## config.mk

```make
export PLATFORM = sky130hd
export DESIGN_NAME = rr_encoder8_3_flat
export DESIGN_NICKNAME = d
export VERILOG_FILES = /design/src/rtl/rr_encoder8_3_if.sv /design/src/rtl/rr_encoder8_3.sv /design/src/flat_wrapper.sv
export SDC_FILE = /design/constraint.sdc
export NUM_CORES = 1
export LEC_CHECK = 0
export CAP_MARGIN = 0
export CORE_MARGIN = 4
export CORE_UTILIZATION = 45
export CTS_BUF_LIST = sky130_fd_sc_hd__clkbuf_16
export DETAILED_ROUTE_END_ITERATION = 7
export PLACE_DENSITY = 0.68
export SYNTH_ARGS = -nofsm -noshare
export SYNTH_HDL_FRONTEND = slang
export SYNTH_SLANG_ARGS = --single-unit
export TNS_END_PERCENT = 1
```

## constraint.sdc

```tcl
create_clock -name clk -period 6.1 [get_ports clk]
set_clock_uncertainty 0.1 [all_clocks]
set_input_delay 1.22 -clock clk [delete_from_list [all_inputs] [get_ports clk]]
set_output_delay 1.22 -clock clk [all_outputs]
set_load 0.01 [all_outputs]
```

## src/rtl/rr_encoder8_3_if.sv

```systemverilog
// Request/handshake bundle for the round-robin 8-to-3 encoder.
// The slave side is the encoder; the master side drives requests and ready.
interface rr_encoder8_3_if;
  logic       enable;
  logic [7:0] req;
  logic       ready;
  logic       valid;
  logic [2:0] code;
  logic [7:0] pending;
  logic       busy;

  modport master (
    output enable, req, ready,
    input  valid, code, pending, busy
  );

  modport slave (
    input  enable, req, ready,
    output valid, code, pending, busy
  );
endinterface

```

## src/rtl/rr_encoder8_3.sv

```systemverilog
// Registered round-robin 8-to-3 encoder: captures request strobes into a pending
// set and emits one pending line index per valid/ready handshake.
module rr_encoder8_3 (
  input  logic           clk,
  input  logic           reset_n,
  rr_encoder8_3_if.slave bus
);

  logic [7:0] pending_q, pending_d;
  logic       valid_q, valid_d;
  logic [2:0] code_q, code_d;
  logic [2:0] ptr_q, ptr_d;

  logic [7:0] effReq;
  logic       slotFree;
  logic       selFound;
  logic [2:0] selIdx;
  logic [2:0] probeIdx;
  logic       loaded;

  assign effReq   = pending_q | (bus.req & {8{bus.enable}});
  assign slotFree = !valid_q || bus.ready;

  // Search starts one past the last loaded index; the eighth probe lands back on ptr itself.
  always_comb begin
    selFound = 1'b0;
    selIdx   = ptr_q;
    probeIdx = ptr_q;
    for (int i = 1; i <= 8; i++) begin
      probeIdx = ptr_q + 3'(i);
      if (!selFound && effReq[probeIdx]) begin
        selFound = 1'b1;
        selIdx   = probeIdx;
      end
    end
  end

  assign loaded = slotFree && selFound;

  always_comb begin
    valid_d   = valid_q;
    code_d    = code_q;
    ptr_d     = ptr_q;
    pending_d = effReq;
    if (slotFree) begin
      valid_d = selFound;
      if (selFound) begin
        code_d = selIdx;
        ptr_d  = selIdx;
      end
    end
    // A line leaves the pending set when it is loaded, not when it is accepted.
    if (loaded) begin
      pending_d = effReq & ~(8'b1 << selIdx);
    end
  end

  // Reset value of ptr makes the first search after reset begin at line 0.
  always_ff @(posedge clk or negedge reset_n) begin
    if (!reset_n) begin
      pending_q <= 8'h00;
      valid_q   <= 1'b0;
      code_q    <= 3'd0;
      ptr_q     <= 3'd7;
    end else begin
      pending_q <= pending_d;
      valid_q   <= valid_d;
      code_q    <= code_d;
      ptr_q     <= ptr_d;
    end
  end

  assign bus.valid   = valid_q;
  assign bus.code    = code_q;
  assign bus.pending = pending_q;
  assign bus.busy    = valid_q | (|pending_q);

endmodule
```

## src/flat_wrapper.sv

```systemverilog
// flat-port wrapper written by rule: the top's interface ports become plain ports
module rr_encoder8_3_flat 
  (clk, reset_n, bus_enable, bus_req, bus_ready, bus_valid, bus_code, bus_pending, bus_busy);
  rr_encoder8_3_if bus_i ();
  input  logic clk;
  input  logic reset_n;
  input wire logic [$bits(bus_i.enable)-1:0] bus_enable;
  input wire logic [$bits(bus_i.req)-1:0] bus_req;
  input wire logic [$bits(bus_i.ready)-1:0] bus_ready;
  output wire logic [$bits(bus_i.valid)-1:0] bus_valid;
  output wire logic [$bits(bus_i.code)-1:0] bus_code;
  output wire logic [$bits(bus_i.pending)-1:0] bus_pending;
  output wire logic [$bits(bus_i.busy)-1:0] bus_busy;
  assign bus_i.enable = bus_enable;
  assign bus_i.req = bus_req;
  assign bus_i.ready = bus_ready;
  assign bus_valid = bus_i.valid;
  assign bus_code = bus_i.code;
  assign bus_pending = bus_i.pending;
  assign bus_busy = bus_i.busy;
  rr_encoder8_3 u_core (.clk(clk), .reset_n(reset_n), .bus(bus_i));
endmodule
```

Word level (Yosys, flattened, before mapping)
Index checks and enable logic that the tools add are counted.
Storage, ports and cells
  memories: 0
  flip-flop bits (word level): 15
  output and inout port bits: 13
  ROM bits: 0
  word-level logic and storage cells: 77
  RAM bits: 0
  input port bits: 12
  latch bits: 0
Cells by class
  bitwise gates (word level): 5
  add/sub/neg operators: 7
  reduce and logical (&&, ||, !) cells: 19
  shift operators: 1
  divide/modulo/power cells: 0
  muxes and demuxes: 33
  $lt $le $gt $ge: 8
  $mul: 0
  equal/unequal tests: 0
Operators with widths (number)
  3-bit by 4-bit less-than comparator with 1-bit output (second input constant): 8
  1-bit binary-select mux with 3-bit select: 8
  3-bit two-way mux: 8
  8-bit bitwise AND: 2
  1-bit two-way mux: 16
  3-bit adder (second input constant): 4
  1-bit logical AND: 8
  1-bit zero test: 8
  8-bit two-way mux: 1
  8-bit inverter: 1
  8-bit OR: 1
  8-bit OR reduction: 1
  1-bit by 3-bit left shift with 8-bit output (first input constant): 1
  3-bit by 2-bit adder with 3-bit output (second input constant): 2
  3-bit by 1-bit adder with 3-bit output (second input constant): 1
  2-bit AND reduction: 1
  1-bit logical OR: 1
  1-bit OR: 1

Logic depth before layout (Yosys ltp)
  depth in word-level cells: 30
  depth in mapped cells: 12
  depth with buffers taken out: 10

Least setup slack after synthesis
Ideal clock, no wire load.
  path type: flip-flop to flip-flop
  start: reg u_core.ptr_q[1]
  end: reg u_core.pending_q[4], in the netlist u_core.bus.pending[4]
  arrival time: 3.470 ns
  clock period less this slack: 3.710 ns
  buffers on the path: 1
  stages on the path, launching flop included: 11
  setup slack: 2.390 ns
  data required time: 5.860 ns
  library setup time: 0.140 ns
  path through: dfstp_2 clkbuf_1 clkinv_1 ha_1 xor2_1 mux4_2 or4b_4 nor3_2 a21oi_2 nor3_4 a31oi_1
On the way
  cells in the longest elaborated chain, start to end: 29
  elaborated cells between the ends (all ways): 58
  those cells by class: add/sub (7); shift (1); mux (33); bitwise (2); reduce/logical (15)
Ends and longest elaborated chain
  from (decl): RTL line rr_encoder8_3.sv:12  | logic [2:0] ptr_q, ptr_d;
  from (signal assigned): RTL line rr_encoder8_3.sv:69  | ptr_q <= ptr_d;
  3-bit by 1-bit adder with 3-bit output: RTL line rr_encoder8_3.sv:30  | probeIdx = ptr_q + 3'(i);
  1-bit binary-select mux with 3-bit select: RTL line rr_encoder8_3.sv:31  | if (!selFound && effReq[probeIdx]) begin
  1-bit two-way mux (implied by the code): RTL line rr_encoder8_3.sv:31
  1-bit two-way mux: RTL line rr_encoder8_3.sv:31
  1-bit zero test: RTL line rr_encoder8_3.sv:31
  1-bit logical AND: RTL line rr_encoder8_3.sv:31
  1-bit two-way mux: RTL line rr_encoder8_3.sv:31
  1-bit zero test: RTL line rr_encoder8_3.sv:31
  (+14 left out)
  1-bit zero test: RTL line rr_encoder8_3.sv:31
  1-bit logical AND: RTL line rr_encoder8_3.sv:31
  3-bit two-way mux: RTL line rr_encoder8_3.sv:31
  1-bit by 3-bit left shift with 8-bit output: RTL line rr_encoder8_3.sv:54  | pending_d = effReq & ~(8'b1 << selIdx);
  8-bit inverter: RTL line rr_encoder8_3.sv:54
  8-bit bitwise AND: RTL line rr_encoder8_3.sv:54
  8-bit two-way mux (*): RTL line rr_encoder8_3.sv:53  | if (loaded) begin
  named net u_core.pending_d[4]: RTL line rr_encoder8_3.sv:9  | logic [7:0] pending_q, pending_d;
  to (signal assigned): RTL line rr_encoder8_3.sv:66  | pending_q <= pending_d;
  to (decl): RTL line rr_encoder8_3.sv:9
The timed path passes the listed nets; every way through them passes the cells marked *. The select of a mux whose other input is x is not followed.
A chain may end at the register's enable or synchronous reset.

Final worst setup path
  start: in bus_enable
  end: reg u_core.pending_q[1], in the netlist u_core.bus.pending[1]
On the way
  cells in the longest elaborated chain, start to end: 30
  elaborated cells between the ends (all ways): 53
  those cells by class: shift (1); mux (33); bitwise (4); reduce/logical (15)
Ends and longest elaborated chain
  from (decl): RTL line flat_wrapper.sv:7  | input wire logic [$bits(bus_i.enable)-1:0] bus_enable;
  8-bit bitwise AND (*): RTL line rr_encoder8_3.sv:21  | assign effReq = pending_q | (bus.req & {8{bus.enable}});
  8-bit OR (*): RTL line rr_encoder8_3.sv:21
  1-bit binary-select mux with 3-bit select: RTL line rr_encoder8_3.sv:31
  1-bit two-way mux (implied by the code): RTL line rr_encoder8_3.sv:31
  1-bit two-way mux: RTL line rr_encoder8_3.sv:31
  1-bit zero test: RTL line rr_encoder8_3.sv:31
  1-bit logical AND: RTL line rr_encoder8_3.sv:31
  1-bit two-way mux: RTL line rr_encoder8_3.sv:31
  (+15 left out)
  1-bit zero test: RTL line rr_encoder8_3.sv:31
  1-bit logical AND: RTL line rr_encoder8_3.sv:31
  3-bit two-way mux: RTL line rr_encoder8_3.sv:31
  1-bit by 3-bit left shift with 8-bit output: RTL line rr_encoder8_3.sv:54
  8-bit inverter: RTL line rr_encoder8_3.sv:54
  8-bit bitwise AND: RTL line rr_encoder8_3.sv:54
  8-bit two-way mux (*): RTL line rr_encoder8_3.sv:53
  named net u_core.pending_d[1]: RTL line rr_encoder8_3.sv:9
Marked as above.

==> flow_summary_export.csv <==
group,metric,value,unit
clocking,cts_tree,"built",
synth,ys_ff_latch,15,
critical_path,r2r_cells,9,
clocking,htreeDepth,1,
critical_path,critical_path_class,"input port to register",
grt,grt_pass1_wl,8.40,mm
timing,worstMarginPinSlew,0.907,ns
timing,period_share,79.4,%
clocking,path_clk_slew,0.05,ns
pwr,powerDensity,673,mW/mm²
min_path,hold_path_class,"register to register",
timing,hold_viol_final,0,
layout,antennaDiodeCount,0,
min_path,worst_hold_path.num_cells,1,
floorplan,die_w,70.3,µm
place,pre_cts_ws,1.01,ns
timing,fmax,206,MHz
place,place.gp.congestion,0.919,
clocking,clock_sinks,15,
timing,setup-tns-final,0,ns
route,drtAntennaViolNets,0,
clocking,cts_resized,0,
place,io_buffers,24,
layout,drive_above_1_share,16.4,%
timing,drv_slew,0,
critical_path,required,6.16,ns
pwr,leakagePower,0.736,nW
synth,syn_nets,205,
floorplan,core_region_area,0.00372,mm²
timing,rsz0062_at_grt,"false",
layout,final_area,0.00206,mm²
synth,syn_area_per_cell,9.14,µm²
run,maxCapViolations,0,
timing,slew_headroom,39.3,%
clocking,root_buffer,"clkbuf_16",
outcome,status,"finished clean",
clocking,hold_buffers,0,
clocking,insertion_delay,0.24,ns
grt,grt_use_total,20.5,%
pwr,ir_worst_vdd,0.357,mV
grt,grt_overflow_total,0,
pwr,power,1.39,mW
critical_path,crit_path_max_fanout,28,
timing,hold_slack,0.396,ns
place,placed_cell_area,0.00198,mm²
route,totalWireLength,4.92,mm
floorplan,rows,22,
critical_path,end_kind,"register",
layout,fin_nets,222,
floorplan,dieArea,0.00494,mm²
critical_path,worstSetupStartpointType,"input port",
route,vias,1676,
synth,syn-cell-area,0.00175,mm²
synth,ys_types,51,
layout,final_cell_mix,"24 x clkdlybuf4s50_1, 15 x a21oi_1, 12 x dfrtp_1",
clocking,numCtsBuffers,3,
grt,grt_max_degree,29,
grt,first_global_vias,1716,
synth,synth_cells,191,
timing,fin_crit,4.84,ns
synth,synthFlopType,"dfrtp_1",
timing,fin_ws,1.26,ns
place,dp_hpwl,3.87,mm
floorplan,fp.dieH,70.3,µm
floorplan,io_pins,25,
synth,synthArstFlopShare,100,%
critical_path,cp.arrival,4.90,ns
synth,ys_seq_area_share,21.7,%
layout,mostFrequentLayoutCell,"clkdlybuf4s50_1",
timing,setup_viol,0,
floorplan,start_util,47.0,%
clocking,cts_setup_buffers,0,
synth,synth-edff-count,0,
route,viasPerCell,6.57,
layout,syn2layout_area_growth,18.2,%
route,drtIter0Drc,142,
route,drt-pass1-iter-count,4,
route,drc,0,
clocking,cts_buffer_depth,2,
route,wire_per_inst,19.3,µm
grt,antenna_found_initial,0,
synth,yosysWarnings,0,
==> sequential cells by signal, indices dropped and copies added (netlist names) <==
| name | cells |
|---|---|
| u_core.bus.valid | 1 |
| u_core.ptr_q | 3 |
| u_core.bus.pending | 8 |
| u_core.bus.code | 3 |
==> layer usage <==
metal | vias up | part of all wire, % | global-route usage (%)
li1 | 789 | - | -
met1 | 826 | 45 | 27.8
met3 | 10 | 4.1 | 2.59
met2 | 51 | 48 | 33.5
met5 | - | 0 | 0
met4 | 0 | 1.9 | 6.38
==> through the flow <==
step / utilization (%) / instances
6_report: 55.6 / 255
5_1_grt: 55.6 / 255
2_1_floorplan: - / 191
3_3_place_gp: 53.4 / 251
3_5_place_dp: 53.4 / 251
4_1_cts: 55.6 / 255
==> synth_stat cells (all sizes together), types with 2 or more instances <==
library cell / count / area share, %
a21oi: 16 / 4.8
mux2: 15 / 11
dfrtp: 12 / 17
nand2: 11 / 2.4
o21ai: 11 / 3.2
a211oi: 10 / 4.3
mux2i: 10 / 5.7
nor2: 10 / 2.1
a31oi: 9 / 3.2
mux4: 8 / 10
buf: 7 / 2.5
a21o: 6 / 2.6
a221oi: 5 / 2.5
and2: 5 / 1.8
clkbuf: 5 / 1.1
inv: 5 / 1.1
nor3: 4 / 2.1
xnor2: 4 / 2.0
dfstp: 3 / 4.5
nand2b: 3 / 1.1
o211ai: 3 / 1.3
ha: 2 / 1.4
nor2b: 2 / 0.72
o21bai: 2 / 0.86
o22ai: 2 / 0.72
o32ai: 2 / 1.0
xor2: 2 / 1.0
==> power by group <==
part	internal (mW)	switching (mW)
Combinational	0.449	0.553
Sequential	0.151	0.111
Clock	0.0873	0.0378
Total	0.687	0.702
==> logic make-up after synthesis <==
group / share of synthesized area (%)
flops: 21.7
fa+ha+maj: 1.43
mux: 26.6
simple gates: 13.4
compound gates: 29.0
xor+xnor: 3.01
buf+inv: 4.87
==> area by class of cell <==
| cell class | instances | area, µm² |
|---|---|---|
| clock buffer | 3 | 75.1 |
| clock inverter | 1 | 5.00 |
| fill | 331 | 1650 |
| inverter | 6 | 22.5 |
| multi-input combinational | 158 | 1280 |
| sequential | 15 | 379 |
| tap | 48 | 60.1 |
| timing repair buffer | 24 | 240 |
==> path summary, 6_finish.rpt <==
kind | slack [ns] | endpoint | from
setup / recovery | 1.26 | u_core.bus.pending[1]$_DFF_PN0_ | bus_enable
hold / removal | 0.40 | u_core.bus.code[2]$_DFFE_PN0P_ | u_core.bus.code[2]$_DFFE_PN0P_
setup reg to reg | 1.64 | u_core.bus.pending[1]$_DFF_PN0_ | u_core.ptr_q[0]$_DFFE_PN1P_
hold reg to reg | 0.40 | u_core.bus.code[2]$_DFFE_PN0P_ | u_core.bus.code[2]$_DFFE_PN0P_
max in group asynchronous | 4.21 | u_core.bus.pending[6]$_DFF_PN0_ | reset_n
min in group asynchronous | 1.28 | u_core.bus.code[0]$_DFFE_PN0P_ | reset_n
==> worst max-delay path, cell delays in order <==
cell and delay [ns]:
clkdlybuf4s50_1 0.88, a221oi_1 0.79, mux4_2 0.40, nor4b_1 0.33, nand2_1 0.15, o21ai_1 0.65, o21ba_1 0.28, a31oi_1 0.18
Note: power is estimated with default switching activity, not from simulation.
